## src/rtl/fft_arith_pkg.sv

```systemverilog
// fft_arith_pkg: shared types and constants for the FFT arithmetic blocks.
// Holds the data width, the request/response records used around the
// shared adder, and a small helper for signed overflow detection.
package fft_arith_pkg;

    localparam int DATA_W   = 32;
    // Widest requester tag any arithmetic block needs (up to 8 requesters).
    localparam int ID_MAX_W = 3;

    typedef struct packed {
        logic [DATA_W-1:0]   a;
        logic [DATA_W-1:0]   b;
        logic                cin;
        logic                sub;
        logic [ID_MAX_W-1:0] id;
    } add_req_t;

    typedef struct packed {
        logic [DATA_W-1:0]   sum;
        logic                cout;
        logic                ovf;
        logic [ID_MAX_W-1:0] id;
    } add_rsp_t;

    // Two's complement overflow: operands agree in sign but the result does not.
    function automatic logic signed_ovf(input logic a_msb, input logic b_msb, input logic s_msb);
        return (a_msb == b_msb) && (s_msb != a_msb);
    endfunction

endpackage

```

## src/rtl/adder32.sv

```systemverilog
// adder32: 32-bit carry-lookahead adder built from eight 4-bit lookahead
// blocks. Each block forms its internal carries directly from the block
// carry-in and passes a block generate/propagate carry to the next block.
module adder32 (
    input  logic [31:0] a,
    input  logic [31:0] b,
    input  logic        cin,
    output logic [31:0] sum,
    output logic        cout
);

    logic [31:0] g;
    logic [31:0] p;

    assign g = a & b;
    assign p = a ^ b;

    for (genvar k = 0; k < 8; k++) begin : g_blk
        logic [3:0] gg;
        logic [3:0] pp;
        logic       ci;
        logic       c1;
        logic       c2;
        logic       c3;
        logic       bgen;
        logic       bprop;
        logic       co;

        assign gg = g[4*k+3:4*k];
        assign pp = p[4*k+3:4*k];

        if (k == 0) begin : g_first
            assign ci = cin;
        end else begin : g_rest
            assign ci = g_blk[k-1].co;
        end

        assign c1    = gg[0] | (pp[0] & ci);
        assign c2    = gg[1] | (pp[1] & gg[0]) | (pp[1] & pp[0] & ci);
        assign c3    = gg[2] | (pp[2] & gg[1]) | (pp[2] & pp[1] & gg[0])
                     | (pp[2] & pp[1] & pp[0] & ci);
        assign bgen  = gg[3] | (pp[3] & gg[2]) | (pp[3] & pp[2] & gg[1])
                     | (pp[3] & pp[2] & pp[1] & gg[0]);
        assign bprop = &pp;
        assign co    = bgen | (bprop & ci);

        assign sum[4*k+3:4*k] = pp ^ {c3, c2, c1, ci};
    end

    assign cout = g_blk[7].co;

endmodule

```

## src/rtl/rr_arbiter.sv

```systemverilog
// rr_arbiter: N-way round-robin grant. Scans requesters starting at ptr and
// wrapping, granting the first one found. Purely combinational; the owner
// keeps the pointer register.
module rr_arbiter #(
    parameter int N  = 4,
    parameter int IW = $clog2(N)
) (
    input  logic [N-1:0]  req,
    input  logic [IW-1:0] ptr,
    output logic [N-1:0]  grant,
    output logic [IW-1:0] idx,
    output logic          any
);

    logic [IW-1:0] cand;

    // Walk ptr, ptr+1, ... mod N and latch onto the first active request.
    always_comb begin
        grant = '0;
        idx   = '0;
        any   = 1'b0;
        cand  = '0;
        for (int k = 0; k < N; k++) begin
            cand = IW'((int'(ptr) + k) % N);
            if (!any && req[cand]) begin
                any         = 1'b1;
                grant[cand] = 1'b1;
                idx         = cand;
            end
        end
    end

endmodule

```

## src/rtl/adder_arbiter.sv

```systemverilog
// adder_arbiter: shares one adder32 between N_REQ requesters through a
// round-robin valid/ready arbiter and a two-stage pipeline (operand register,
// result register) with a back-pressurable tagged response port.
// Optional feature macro: ADDER_ARB_SUB_EN enables per-request subtraction
// via req_sub; without it every request is A+B+cin and req_sub is ignored.
module adder_arbiter
    import fft_arith_pkg::*;
#(
    parameter int N_REQ = 4,
    parameter int ID_W  = $clog2(N_REQ)
) (
    input  logic                    clk,
    input  logic                    rst,
    input  logic [N_REQ-1:0]        req_valid,
    output logic [N_REQ-1:0]        req_ready,
    input  logic [N_REQ*DATA_W-1:0] req_a,
    input  logic [N_REQ*DATA_W-1:0] req_b,
    input  logic [N_REQ-1:0]        req_cin,
    input  logic [N_REQ-1:0]        req_sub,
    output logic                    rsp_valid,
    input  logic                    rsp_ready,
    output logic [ID_W-1:0]         rsp_id,
    output logic [DATA_W-1:0]       rsp_sum,
    output logic                    rsp_cout,
    output logic                    rsp_ovf
);

    logic [DATA_W-1:0] a_arr [N_REQ];
    logic [DATA_W-1:0] b_arr [N_REQ];

    logic [ID_W-1:0]   ptr;
    logic [N_REQ-1:0]  gnt;
    logic [ID_W-1:0]   gnt_idx;
    logic              gnt_any;

    logic              s1_valid;
    logic              s1_load;
    logic              s2_load;
    logic              accept;

    add_req_t          sel_req;
    add_req_t          s1_q;
    add_rsp_t          s2_d;
    add_rsp_t          rsp_q;

    logic [DATA_W-1:0] add_sum;
    logic              add_cout;
    logic              unused_ok;

    for (genvar i = 0; i < N_REQ; i++) begin : g_unpack
        assign a_arr[i] = req_a[i*DATA_W +: DATA_W];
        assign b_arr[i] = req_b[i*DATA_W +: DATA_W];
    end

    rr_arbiter #(
        .N  (N_REQ),
        .IW (ID_W)
    ) u_arb (
        .req   (req_valid),
        .ptr   (ptr),
        .grant (gnt),
        .idx   (gnt_idx),
        .any   (gnt_any)
    );

    // Each stage advances when its downstream slot is free or is being emptied
    // this cycle, which keeps one-per-cycle throughput under full flow.
    assign s2_load   = !rsp_valid || rsp_ready;
    assign s1_load   = !s1_valid || s2_load;
    assign req_ready = (rst || !s1_load) ? '0 : gnt;
    assign accept    = gnt_any && s1_load && !rst;

    // Select the granted requester and fold subtraction into the operands,
    // so the adder itself only ever adds.
    always_comb begin
        sel_req   = '0;
        sel_req.a = a_arr[gnt_idx];
`ifdef ADDER_ARB_SUB_EN
        sel_req.sub = req_sub[gnt_idx];
        sel_req.b   = sel_req.sub ? ~b_arr[gnt_idx]   : b_arr[gnt_idx];
        sel_req.cin = sel_req.sub ? ~req_cin[gnt_idx] : req_cin[gnt_idx];
`else
        sel_req.sub = 1'b0;
        sel_req.b   = b_arr[gnt_idx];
        sel_req.cin = req_cin[gnt_idx];
`endif
        sel_req.id  = ID_MAX_W'(gnt_idx);
    end

    adder32 u_add (
        .a    (s1_q.a),
        .b    (s1_q.b),
        .cin  (s1_q.cin),
        .sum  (add_sum),
        .cout (add_cout)
    );

    // Assemble the result record from the adder output and the stage-1 tag.
    always_comb begin
        s2_d      = '0;
        s2_d.sum  = add_sum;
        s2_d.cout = add_cout;
        s2_d.ovf  = signed_ovf(s1_q.a[DATA_W-1], s1_q.b[DATA_W-1], add_sum[DATA_W-1]);
        s2_d.id   = s1_q.id;
    end

    // Round-robin pointer moves just past whoever was served; holds otherwise.
    always_ff @(posedge clk) begin
        if (rst) begin
            ptr <= '0;
        end else if (accept) begin
            ptr <= (gnt_idx == ID_W'(N_REQ - 1)) ? '0 : gnt_idx + 1'b1;
        end
    end

    // Operand register: refills whenever it can move, capturing only real requests.
    always_ff @(posedge clk) begin
        if (rst) begin
            s1_valid <= 1'b0;
            s1_q     <= '0;
        end else if (s1_load) begin
            s1_valid <= accept;
            if (accept) begin
                s1_q <= sel_req;
            end
        end
    end

    // Result register: frozen while the consumer stalls a valid response.
    always_ff @(posedge clk) begin
        if (rst) begin
            rsp_valid <= 1'b0;
            rsp_q     <= '0;
        end else if (s2_load) begin
            rsp_valid <= s1_valid;
            if (s1_valid) begin
                rsp_q <= s2_d;
            end
        end
    end

    assign rsp_sum  = rsp_q.sum;
    assign rsp_cout = rsp_q.cout;
    assign rsp_ovf  = rsp_q.ovf;
    assign rsp_id   = rsp_q.id[ID_W-1:0];

    // The op flag is already folded into the operands and the record tag is
    // sized for the widest configuration, so some bits are intentionally unread.
    assign unused_ok = ^{req_sub, s1_q.sub, rsp_q.id};

endmodule

```

## config.mk

```make
export PLATFORM = sky130hd
export DESIGN_NAME = adder_arbiter
export DESIGN_NICKNAME = d
export VERILOG_FILES = /design/src/rtl/fft_arith_pkg.sv /design/src/rtl/adder32.sv /design/src/rtl/rr_arbiter.sv /design/src/rtl/adder_arbiter.sv
export SDC_FILE = /design/constraint.sdc
export NUM_CORES = 1
export LEC_CHECK = 0
export CAP_MARGIN = 20
export CORE_ASPECT_RATIO = 0.8
export CORE_UTILIZATION = 55
export CTS_CLUSTER_DIAMETER = 120
export DETAILED_ROUTE_END_ITERATION = 6
export DONT_BUFFER_PORTS = 1
export PLACE_DENSITY = 0.8
export SETUP_SLACK_MARGIN = 0.3
export SYNTH_ARGS = -nofsm -noshare
export SYNTH_HDL_FRONTEND = slang
export SYNTH_SLANG_ARGS = --single-unit
```

## constraint.sdc

```tcl
create_clock -name clk -period 2.86 [get_ports clk]
set_input_delay 0.143 -clock clk [delete_from_list [all_inputs] [get_ports clk]]
set_output_delay 0.143 -clock clk [all_outputs]
set_load 0.01 [all_outputs]
```

==> run summary <==
Outcome: finished, final reports clean
Num CTS Buffers: 9
Max incr delay on CP: 0.55 ns
Slew @ Worst Pin: 0.923 ns
Synth-to-Final Area Change: 40.7%
Slowest cell on crit path: fa_2
Vias in the first global route: 6593
Ys async rst share: 0
CTS tree: yes
Buffers & Inverters on Critical Path: 0
CP top delay family: compound AO/OA/AOI/OAI gates
Worst vdd ir: 1.04 mV
Routing usage on met3: 0.0983
First-pass GRT wire length: 38200 µm
Worst-path cell chain: ha_4 > a21o_1 > a221o_1 > a221oi_2 > o31a_1 > o21ai_4 > nand3_2 > o21ai_2 > fa_2 > nand2_2 > a21oi_2
Final setup vio count: 0
Final core occ: 0.793
Gr ovfl total: 0
Final ANT Viol Nets: 0
Mean Syn Cell Area: 9.38 µm²
Port bufs: 0
H-tree Lvls: 3
Synth unique cells: 68
Final instance area: 10200 µm²
YS warnings: 0
CP Data Arrival Time: 3.13 ns
Root Buffer: clkbuf_16
Layout cells sized above 1: 0.384
Tmin final: 2.84 ns
All-Layer GR Usage: 0.377
Clock power frac: 0.083
Synth Cell Area: 7250 µm²
Die ar.: 13700 µm²
Crit Path Max Fanout: 3
Initial Util: 0.564
Clock latency on the worst-skew pair: 0.35 ns
Placed cell area: 7260 µm²
Switching share of power: 0.429
Hold slack: 0.0112 ns
Power Internal: 8.48 mW
Vias: 7045
Net count after synthesis: 1091
PwrDens: 1450 nW/µm²
Startpoint types: flop
Initial antenna violation count: 0
Fin. Hold Viols: 0
Setup slack after layout: 0.0152 ns
Clk slew on worst S/H paths: 0.08 ns
Routability cong.: 0.827
Core region area: 12900 µm²
Final cycle utilization of the critical path: 0.995
I/O pin count: 312
Final WL: 28800 µm
FMAX: 352 MHz
Hold crit path type: in -> reg
Die Y: 105 µm
Met1 usage: 0.492
Max Clock Skew: 0.0151 ns
Met2 global-route usage: 0.601
Switching pwr: 6.38 mW
DP Worst Slack: -0.00354 ns
Register area: 2160 µm²
Largest net degree at the start of global routing: 67
Clk buf depth: 2
ANT cells: 0
First-pass DRT Iterations: 5
Headroom to the max-slew limit: 0.385
Sequential power share: 0.186
Worst setup EP type: flop
Sequential area share after synthesis: 0.295
Global-route layer with the greatest usage: met2
Cells after Synth: 773
Iter 0 DRT Violations: 688
DRC Markers: 0
Worst EP required: 3.15 ns
Synth Flop Type: dfxtp_1
Sink Count: 107
# fillers: 746
EDFF count, synth: 0
HPWL Detailed: 15900 µm
Fin nets: 1125
Slew Limit Fails: 0
Setup CP Type: reg -> reg
FP Rows: 37
Vias per cell: 7.14
Leakage: 4.42 nW
Max-cap violations: 0
Wirelength per Cell: 29.2 µm
Unrepaired setup endpoints after global routing: yes
Yosys reg bits: 107
Multi-input logic area: 6190 µm²
Combinational share of power: 0.732
Die Width: 130 µm
==> cell usage in the layout, fill, tap and decap left out, drive strengths merged, types with 6 or more instances in the layout <==
master / instances
o21ai: 13
nand3: 10
nand2b: 6
xnor2: 13
ha: 39
dfxtp: 107
o22ai: 67
nor3: 7
buf: 76
a211oi: 13
nor2: 37
inv: 13
a21oi: 44
a21o: 72
nand2: 55
clkbuf: 11
mux2i: 136
fa: 8
==> worst reg2reg max path, cell delays in order (launching register included) <==
cell and delay (ns):
dfxtp_2 0.34, ha_4 0.24, a21o_1 0.18, a221o_1 0.40, a221oi_2 0.38, o31a_1 0.25
o21ai_4 0.09, nand3_2 0.10, o21ai_2 0.07, fa_2 0.55, nand2_2 0.05, a21oi_2 0.14
==> stage by stage <==
| step | cells | TNS, ns | power (mW) |
|---|---|---|---|
| 6_report | 987 | 0 | 14.9 |
| 5_1_grt | 987 | -0.180 | 15.4 |
| 4_1_cts | 979 | 0 | 12.9 |
| 3_5_place_dp | 910 | -0.00354 | 8.43 |
| 3_3_place_gp | 910 | 0 | 8.17 |
| 2_1_floorplan | 773 | 0 | 7.52 |
==> final cells by class <==
class                   count  share of cell area
repair buffers             79               0.127
clock buffers              10              0.0234
flip-flops and latches    107               0.212
multi-input cells         598               0.607
clock inverters             6             0.00478
well taps                 175              0.0214
inverters                  12             0.00466
==> final timing paths <==
check / startpoint / to / slack [ns] / depth (start not counted)
setup / recovery: s1_q[50]$_SDFFE_PP0P_ / rsp_sum[28]$_SDFFE_PP0P_ / 0.02 / 11
hold / removal: rst / rsp_ovf$_SDFFE_PP0P_ / 0.01 / 2
setup reg to reg: s1_q[50]$_SDFFE_PP0P_ / rsp_sum[28]$_SDFFE_PP0P_ / 0.02 / 11
hold reg to reg: s1_q[0]$_SDFFE_PP0P_ / s1_q[0]$_SDFFE_PP0P_ / 0.45 / 2
==> flip-flops by register name, summed over array words and instances, names as in the netlist, named ones only <==
name       cells
ptr            1
rsp_cout       1
rsp_id         2
rsp_ovf        1
rsp_sum       32
rsp_valid      1
s1_q          67
s1_valid       1
==> kinds of logic after synthesis <==
| group | Yosys count | synth area share |
|---|---|---|
| flops | 107 | 0.295 |
| xor+xnor | 18 | 0.0217 |
| compound gates | 240 | 0.225 |
| mux | 139 | 0.196 |
| fa+ha+maj | 47 | 0.0893 |
| buf+inv | 68 | 0.0698 |
| simple gates | 154 | 0.103 |
==> Yosys cell counts, types with 5 or more instances <==
library cell	instances	area, µm²
a211oi_1	13	97.6
a21o_1	72	541
a21oi_1	43	215
and3_1	5	31.3
buf_1	5	18.8
buf_12	7	140
buf_2	10	50.1
buf_6	15	169
clkbuf_1	17	63.8
dfxtp_1	107	2140
fa_1	8	160
ha_1	39	488
inv_1	12	45.0
mux2i_1	135	1350
nand2_1	55	206
nand2b_1	5	31.3
nand3_1	10	50.1
nand4_1	5	31.3
nor2_1	37	139
nor3_1	7	35.0
o21ai_0	9	45.0
o22ai_1	67	419
xnor2_1	13	114
xor2_1	5	43.8
==> power by group through the flow <==
stage | clock network (mW) | registers, mW | logic (mW)
2_1_floorplan | 0 | 2.52 | 5.00
3_3_place_gp | 0 | 2.66 | 5.51
3_5_place_dp | 0 | 2.68 | 5.75
4_1_cts | 1.23 | 2.67 | 8.95
5_1_grt | 1.29 | 2.80 | 11.3
6_report | 1.23 | 2.76 | 10.9
==> routing by layer <==
metal	vias to the layer above	share of wire
met1	3448	0.38
li1	2990	-
met5	-	0
met2	499	0.47
met4	0	0.048
met3	108	0.10
==> repair_timing <==
action                                  4_1_cts  5_1_grt
hold buffers                                  3        0
pin swaps                                    36       52
hold endpoints to repair                     34        0
resized for setup                           164      155
endpoints found under the setup margin       79       90
buffers inserted                             27        7
gates cloned                                 23        1
(Power assumes the default switching activity.)
